[config.mk]
export PLATFORM = sky130hd
export DESIGN_NAME = memory_mapped_io_uart_rx
export DESIGN_NICKNAME = d
export VERILOG_FILES = /design/src/rtl/memory_mapped_io_uart_rx_pkg.sv /design/src/rtl/memory_mapped_io_uart_rx_core.sv /design/src/rtl/memory_mapped_io_uart_rx.sv
export SDC_FILE = /design/constraint.sdc
export NUM_CORES = 2
export LEC_CHECK = 0
export ABC_CLOCK_PERIOD_IN_PS = 4050
export CAP_MARGIN = 20
export CELL_PAD_IN_SITES_DETAIL_PLACEMENT = 1
export CELL_PAD_IN_SITES_GLOBAL_PLACEMENT = 1
export CORE_ASPECT_RATIO = 1.5
export CORE_UTILIZATION = 45
export CTS_CLUSTER_SIZE = 14
export DETAILED_ROUTE_END_ITERATION = 8
export PLACE_DENSITY_LB_ADDON = 0.12
export SETUP_SLACK_MARGIN = 0.4
export SYNTH_ARGS = -nofsm -noshare
export SYNTH_HDL_FRONTEND = slang
export SYNTH_SLANG_ARGS = --single-unit
export TNS_END_PERCENT = 1
[constraint.sdc]
create_clock -name clk -period 4.05 [get_ports clk]
set_clock_uncertainty 0.2 [all_clocks]
set_input_delay 0.405 -clock clk [delete_from_list [all_inputs] [get_ports clk]]
set_output_delay 0.405 -clock clk [all_outputs]
set_load 0.01 [all_outputs]
[src/rtl/memory_mapped_io_uart_rx_pkg.sv]
// Shared constants for the UART RX MMIO peripheral: register offsets and serial FSM states.
package memory_mapped_io_uart_rx_pkg;

    localparam logic [31:0] UART_RX_QUEUE_HEAD_OFFSET = 32'h0000_0100;
    localparam logic [31:0] UART_RX_QUEUE_TAIL_OFFSET = 32'h0000_0104;
    localparam logic [31:0] UART_RX_STATUS_OFFSET     = 32'h0000_0108;

    typedef enum logic [2:0] {
        RX_IDLE,
        RX_START,
        RX_DATA,
        RX_STOP,
        RX_WAIT_HIGH
    } rx_state_t;

endpackage

[src/rtl/memory_mapped_io_uart_rx_core.sv]
// 8N1 deserialiser: 2-flop synchroniser, mid-bit sampling, one-cycle data_valid / framing_error pulses.
// CLKS_PER_BIT must be >= 4.
module uart_rx_core
    import memory_mapped_io_uart_rx_pkg::*;
#(
    parameter int CLKS_PER_BIT = 234
) (
    input  logic       clk,
    input  logic       reset,
    input  logic       uart_rx,
    output logic       data_valid,
    output logic [7:0] data,
    output logic       framing_error
);

    localparam int CW = $clog2(CLKS_PER_BIT + 1);
    localparam logic [CW-1:0] HALF = CW'(CLKS_PER_BIT / 2);
    localparam logic [CW-1:0] LAST = CW'(CLKS_PER_BIT - 1);

    logic rx_meta, rx_sync;
    rx_state_t state, state_n;
    logic [CW-1:0] cnt, cnt_n;
    logic [2:0] bit_idx, bit_idx_n;
    logic [7:0] shift, shift_n;

    // Synchroniser starts high so reset never looks like a start bit.
    always_ff @(posedge clk) begin
        if (reset) begin
            rx_meta <= 1'b1;
            rx_sync <= 1'b1;
        end else begin
            rx_meta <= uart_rx;
            rx_sync <= rx_meta;
        end
    end

    always_ff @(posedge clk) begin
        if (reset) begin
            state   <= RX_IDLE;
            cnt     <= '0;
            bit_idx <= '0;
            shift   <= '0;
        end else begin
            state   <= state_n;
            cnt     <= cnt_n;
            bit_idx <= bit_idx_n;
            shift   <= shift_n;
        end
    end

    always_comb begin
        state_n       = state;
        cnt_n         = cnt;
        bit_idx_n     = bit_idx;
        shift_n       = shift;
        data_valid    = 1'b0;
        framing_error = 1'b0;
        case (state)
            RX_IDLE: begin
                if (!rx_sync) begin
                    state_n = RX_START;
                    cnt_n   = '0;
                end
            end
            RX_START: begin
                if (cnt == HALF) begin
                    cnt_n     = '0;
                    bit_idx_n = '0;
                    state_n   = rx_sync ? RX_IDLE : RX_DATA;
                end else begin
                    cnt_n = cnt + 1'b1;
                end
            end
            RX_DATA: begin
                if (cnt == LAST) begin
                    cnt_n            = '0;
                    shift_n[bit_idx] = rx_sync;
                    if (bit_idx == 3'd7) state_n = RX_STOP;
                    else                 bit_idx_n = bit_idx + 1'b1;
                end else begin
                    cnt_n = cnt + 1'b1;
                end
            end
            RX_STOP: begin
                if (cnt == LAST) begin
                    cnt_n = '0;
                    if (rx_sync) begin
                        data_valid = 1'b1;
                        state_n    = RX_IDLE;
                    end else begin
                        framing_error = 1'b1;
                        state_n       = RX_WAIT_HIGH;
                    end
                end else begin
                    cnt_n = cnt + 1'b1;
                end
            end
            RX_WAIT_HIGH: begin
                if (rx_sync) state_n = RX_IDLE;
            end
            default: state_n = RX_IDLE;
        endcase
    end

    assign data = shift;

endmodule

[src/rtl/memory_mapped_io_uart_rx.sv]
// MMIO UART receiver: 256-byte circular buffer (64 x 32-bit words), CPU-owned head, hardware tail.
// Optional sticky W1C error status under `UART_RX_ERROR_STATUS_EN.
module memory_mapped_io_uart_rx
    import memory_mapped_io_uart_rx_pkg::*;
#(
    parameter int CLK_FREQ  = 27000000,
    parameter int BAUD_RATE = 115200
) (
    input  logic        clk,
    input  logic        reset,
    input  logic        uart_rx,
    input  logic        input_cmd_start,
    input  logic        input_cmd_write,
    output logic        output_cmd_ready,
    input  logic [31:0] input_addr,
    output logic [31:0] output_rdata,
    output logic        output_rdata_valid,
    input  logic [31:0] input_wdata
);

    localparam int CLKS_PER_BIT = CLK_FREQ / BAUD_RATE;

    logic [31:0] buffer [64];
    logic [7:0]  queue_head, queue_tail, tail_next;
    logic [1:0]  status;
    logic        rx_valid, rx_ferr, full, push, overrun, wr_cmd;
    logic [7:0]  rx_data;
    logic        unused_wdata;

    assign output_cmd_ready   = 1'b1;
    assign output_rdata_valid = 1'b1;
    assign unused_wdata       = &{1'b0, input_wdata[31:8]};

    uart_rx_core #(.CLKS_PER_BIT(CLKS_PER_BIT)) u_core (
        .clk           (clk),
        .reset         (reset),
        .uart_rx       (uart_rx),
        .data_valid    (rx_valid),
        .data          (rx_data),
        .framing_error (rx_ferr)
    );

    // Full is judged against the pre-write head, so a same-cycle head write cannot free a slot.
    assign tail_next = queue_tail + 8'd1;
    assign full      = (tail_next == queue_head);
    assign push      = rx_valid && !full;
    assign overrun   = rx_valid && full;
    assign wr_cmd    = input_cmd_start && input_cmd_write;

    always_ff @(posedge clk) begin
        if (push) buffer[queue_tail[7:2]][{queue_tail[1:0], 3'b000} +: 8] <= rx_data;
    end

    always_ff @(posedge clk) begin
        if (reset) begin
            queue_head <= '0;
            queue_tail <= '0;
        end else begin
            if (wr_cmd && input_addr == UART_RX_QUEUE_HEAD_OFFSET) queue_head <= input_wdata[7:0];
            if (push) queue_tail <= tail_next;
        end
    end

`ifdef UART_RX_ERROR_STATUS_EN
    logic [1:0] status_clr;
    assign status_clr = (wr_cmd && input_addr == UART_RX_STATUS_OFFSET) ? input_wdata[1:0] : 2'b00;

    // Set wins over a same-cycle W1C.
    always_ff @(posedge clk) begin
        if (reset) status <= '0;
        else       status <= (status & ~status_clr) | {rx_ferr, overrun};
    end
`else
    logic unused_events;
    assign unused_events = &{1'b0, rx_ferr, overrun};
    assign status        = 2'b00;
`endif

    always_ff @(posedge clk) begin
        if (reset) begin
            output_rdata <= '0;
        end else begin
            case (input_addr)
                UART_RX_QUEUE_HEAD_OFFSET: output_rdata <= {24'b0, queue_head};
                UART_RX_QUEUE_TAIL_OFFSET: output_rdata <= {24'b0, queue_tail};
                UART_RX_STATUS_OFFSET:     output_rdata <= {30'b0, status};
                default:                   output_rdata <= buffer[input_addr[7:2]];
            endcase
        end
    end

endmodule

==> impl_summary.txt <==
----------------------------------------------------
[Status]
  Run status ... finished clean

[Global routing]
  Overall track demand over capacity in global routing ... 24.8%
  Vias in the first global route ... 43000
  Initial antenna violation count ... 14
  Overflow left after global routing ... 0
  Maximum number of pins on one net before global-route repair ... around 70
  First-pass GRT wire length ... ~330 mm

[Worst setup path]
  Reg-to-reg setup timing slack ... ~0.35 ns
  Critical path class ... flop to flop
  Kind of end point of the critical path ... flop
  Cell family with the largest share of critical-path delay ... simple AND/OR/NAND/NOR gates
  Req. time, crit path ... approximately 4.3 ns
  Library cell appearing most often on the critical path ... sky130_fd_sc_hd__nor2_1
  Cell-by-cell trace of the critical path ... ha_1 -> nor2_1 -> a211o_1 -> a31oi_1 -> a2111o_1 -> nand3_2 -> buf_12 -> nor2_1
  Arrival time worst endpoint ... roughly 4.0 ns
  Maximum single-stage delay on the critical path ... roughly 0.7 ns
  Endpoint of the most critical register-to-register path ... buffer[7][20]
  Worst reg2reg path startpoint ... queue_tail[0]
  Critical-path top delay cell ... sky130_fd_sc_hd__nor2_1
  Stages on worst setup path ... 8
  Critical path launch point type ... flop
  Sum of buffers and inverters on the critical path ... 1
  Maximum fanout count along the critical path ... between 40 and 50
  Logic depth of the worst register-to-register path ... 8

[STA]
  Setup-violating endpoint count in the final report ... 0
  Achievable Freq ... ~270 MHz
  Number of endpoints with negative hold slack in the final report ... 0
  Clock period minus worst slack ... about 3.7 ns
  Min Hold Slack ... around 0.043 ns
  Share of the clock period used by the worst path after layout ... 91.4%
  Headroom to the max-slew limit ... 18.6%
  Max Slew Vio Count ... 0
  Final setup TNS ... 0 ns
  RSZ-0062 raised after global routing ... yes
  Actual transition at the worst max-transition pin ... 1.22 ns

[Placed design]
  HPWL after DPL ... 152 mm
  Cell Area, Placed ... between 0.08 and 0.09 mm^2
  # placed instances ... roughly 6500
  Count of input and output buffers ... 76
  Global placer's final weighted congestion ... 0.833

[Route]
  Vias ... around 41000
  Antenna-violating nets left ... 0
  Number of remaining DRC errors ... 0
  Sum of routed wire length over all layers ... between 200 and 250 mm
  Average detailed-routed wire length per instance ... 33.5 um
  Vias per cell ... approximately 6
  Detailed Route Iter0 Violations ... 3577
  Pre-Repair DR Iteration Count ... 6

[Floorplanning]
  Starting utilization of the core area ... roughly 45%
  Width of the die ... around 350 um
  IO Count ... approximately 100
  Core region area ... between 0.15 and 0.2 mm^2
  Vertical extent of the die ... ~530 um
  Die area ... 0.186 mm^2
  Row count ... about 190

[Clocking]
  Clk pin slew, worst setup/hold paths ... ~0.06 ns
  Clock tree root buffer cell ... sky130_fd_sc_hd__clkbuf_16
  Buffer levels on the longest clock path ... 4
  Number of CTS-inserted buffers ... ~210
  Latest clock arrival within the worst-skew pair ... about 0.86 ns
  Sink count of the clock tree ... 2120
  Number of buffers added for setup after CTS ... 0
  H-Tree Level Count ... 4
  Clock tree from TritonCTS ... done

[Layout]
  Final net count ... about 4400
  Area delta synth->final ... 14.5%
  Number of non-filler instances in the completed layout ... between 6000 and 7000
  Finished layout cell area ... 0.0947 mm^2
  Layout cell share with drive strength beyond 1 ... 27.3%

[Yosys]
  Post-Synthesis Cells ... ~3900
  Share of synthesized registers carrying an async set or reset ... 0%
  Post-synth EDFFs ... slightly above 2000
  Leading cell types by total area after synthesis ... sky130_fd_sc_hd__edfxtp_1 74%, sky130_fd_sc_hd__mux4_2 15%, sky130_fd_sc_hd__dfxtp_1 1.7%
  Count of synthesis-stage warnings from yosys ... 0
  Post-synthesis area per instance ... 21.1 um^2
  Number of distinct library cell variants in the gate-level netlist after synthesis ... 67
  Area share of the largest cell type after synthesis ... between 70% and 80%
  Dominant cell type by area after synthesis ... sky130_fd_sc_hd__edfxtp_1
  Most frequently used flop master after synthesis ... sky130_fd_sc_hd__edfxtp_1
  Post-synthesis instance area ... approximately 0.083 mm^2
  Register bit total from synthesis ... 2120
  Sequential share of the synthesized area ... around 76%

[Pwr]
  Static power due to leakage ... 0.0302 uW
  Post-layout total power ... around 44000 uW
  Power density of the placed cells ... around 460 mW/mm^2
  Peak ir drop on the vdd network ... between 0.3 and 0.4 mV

[Worst hold path]
  Hold path start ... input_wdata[3]
  Capture endpoint of the worst hold path ... queue_head[3]
  Class of the tightest hold or removal check ... input port to flop
  Cells on Worst Hold Path ... 3

[Flow run]
  Max-capacitance violation count ... 0

----------------------------------------------------
[report_power, final]
group          switching, uW  total [uW]  internal (uW)  leakage (uW)
clock network           8220       18400          10200       0.00303
registers               14.8       23700          23700        0.0199
logic                    796        1430            637       0.00732
[logic make-up (layout without fill, tap and decap cells)]
group | count (synthesis) | count (layout) | share of synthesized area (%)
other cells | 1 | 12 | 0.00453
buf+inv | 266 | 784 | 1.52
compound gates | 200 | 200 | 1.72
xor+xnor | 15 | 15 | 0.159
flops | 2120 | 2120 | 76.1
fa+ha+maj | 9 | 9 | 0.136
simple gates | 627 | 627 | 3.45
mux | 688 | 688 | 16.9
[final cells by class]
type	instances	area (um^2)
Fill cell	16100	87900
Sequential cell	2120	62900
Multi-Input combinational cell	1541	18600
Clock buffer	251	5320
Timing Repair Buffer	381	3710
Tap cell	2425	3030
Clock inverter	108	890
Inverter	44	168
Antenna cell	10	25.0
[registers in the layout (all words and copies together), names as in the netlist]
register and flops:
buffer 2048, output_rdata 32, queue_head 8, queue_tail 8, u_core.bit_idx 3, u_core.cnt 8, u_core.data 8, u_core.rx_meta 1
u_core.rx_sync 1, u_core.state 3
[worst max-delay path by stage]
stage / end / slack [ns] / start
6_report: buffer[7][20] / 0.35 / queue_tail[0]
4_1_cts: buffer[22][20] / 0.38 / queue_tail[0]
3_5_place_dp: buffer[29][22] / 0.35 / queue_tail[0]
5_1_grt: buffer[43][21] / 0.21 / queue_tail[0]
3_3_place_gp: buffer[29][18] / 0.41 / queue_tail[0]
2_1_floorplan: buffer[0][12] / 1.16 / queue_tail[0]
[what timing repair did]
action | in CTS | in global routing
hold buffers | 1 | 0
setup endpoints to repair | 37 | 864
endpoints found under the hold margin | 1 | 0
resized for setup | 1 | 1
[cell usage in the layout (no fill, tap or decap), types with 25 or more instances in the layout]
cell type	synthesis	layout
sky130_fd_sc_hd__a21oi_1	56	56
sky130_fd_sc_hd__and2_2	0	32
sky130_fd_sc_hd__buf_12	0	52
sky130_fd_sc_hd__buf_4	24	252
sky130_fd_sc_hd__clkbuf_1	66	45
sky130_fd_sc_hd__clkbuf_16	0	206
sky130_fd_sc_hd__clkdlybuf4s50_1	0	71
sky130_fd_sc_hd__clkinv_1	17	66
sky130_fd_sc_hd__clkinv_2	0	31
sky130_fd_sc_hd__dfxtp_1	72	72
sky130_fd_sc_hd__edfxtp_1	2048	2048
sky130_fd_sc_hd__inv_1	26	25
sky130_fd_sc_hd__mux2i_1	99	99
sky130_fd_sc_hd__mux4_2	566	566
sky130_fd_sc_hd__nand2_1	116	116
sky130_fd_sc_hd__nand3_1	34	34
sky130_fd_sc_hd__nor2_1	320	317
[through the flow]
stage	utilization, %	worst slack (ns)
2_1_floorplan	-	1.16
3_3_place_gp	48.4	0.405
3_5_place_dp	48.4	0.352
4_1_cts	51.8	0.379
5_1_grt	51.8	0.207
6_report	51.9	0.350
[worst reg2reg max path, cell delays in order (launching register included)]
cell and delay [ns]:
sky130_fd_sc_hd__dfxtp_1 0.44, sky130_fd_sc_hd__ha_1 0.34, sky130_fd_sc_hd__nor2_1 0.09, sky130_fd_sc_hd__a211o_1 0.27, sky130_fd_sc_hd__a31oi_1 0.29, sky130_fd_sc_hd__a2111o_1 0.34, sky130_fd_sc_hd__nand3_2 0.30, sky130_fd_sc_hd__buf_12 0.27
sky130_fd_sc_hd__nor2_1 0.78
[cell usage after synthesis, drive strengths merged (5+ instances only)]
cell    count
xnor2      10
nor2      320
and2       39
o221ai     12
o21ai      22
a31oi       5
a22oi      12
a221oi      7
ha          9
clkinv     17
nor3       14
a211oi     20
a221o      11
edfxtp   2048
dfxtp      72
mux2       23
mux2i      99
mux4      566
o22ai      13
a32oi      12
nor4        8
nand2b     10
xor2        5
nand3b      7
buf       156
nor3b      11
o221a       5
inv        27
clkbuf     66
nor2b      23
nand4       6
nand3      39
a21oi      56
and3       16
nand2     116
a311oi      8
[routing by layer]
layer	track usage, %	up-vias	wire length (um)	share of wire [%]
met5	0	-	0	0
met4	9.19	0	8950	3.9
met3	3.11	366	10800	4.7
met2	44.8	1144	123000	53
met1	30.6	22200	87400	38
li1	-	16900	-	-
Power figures use the tool's default switching activity.
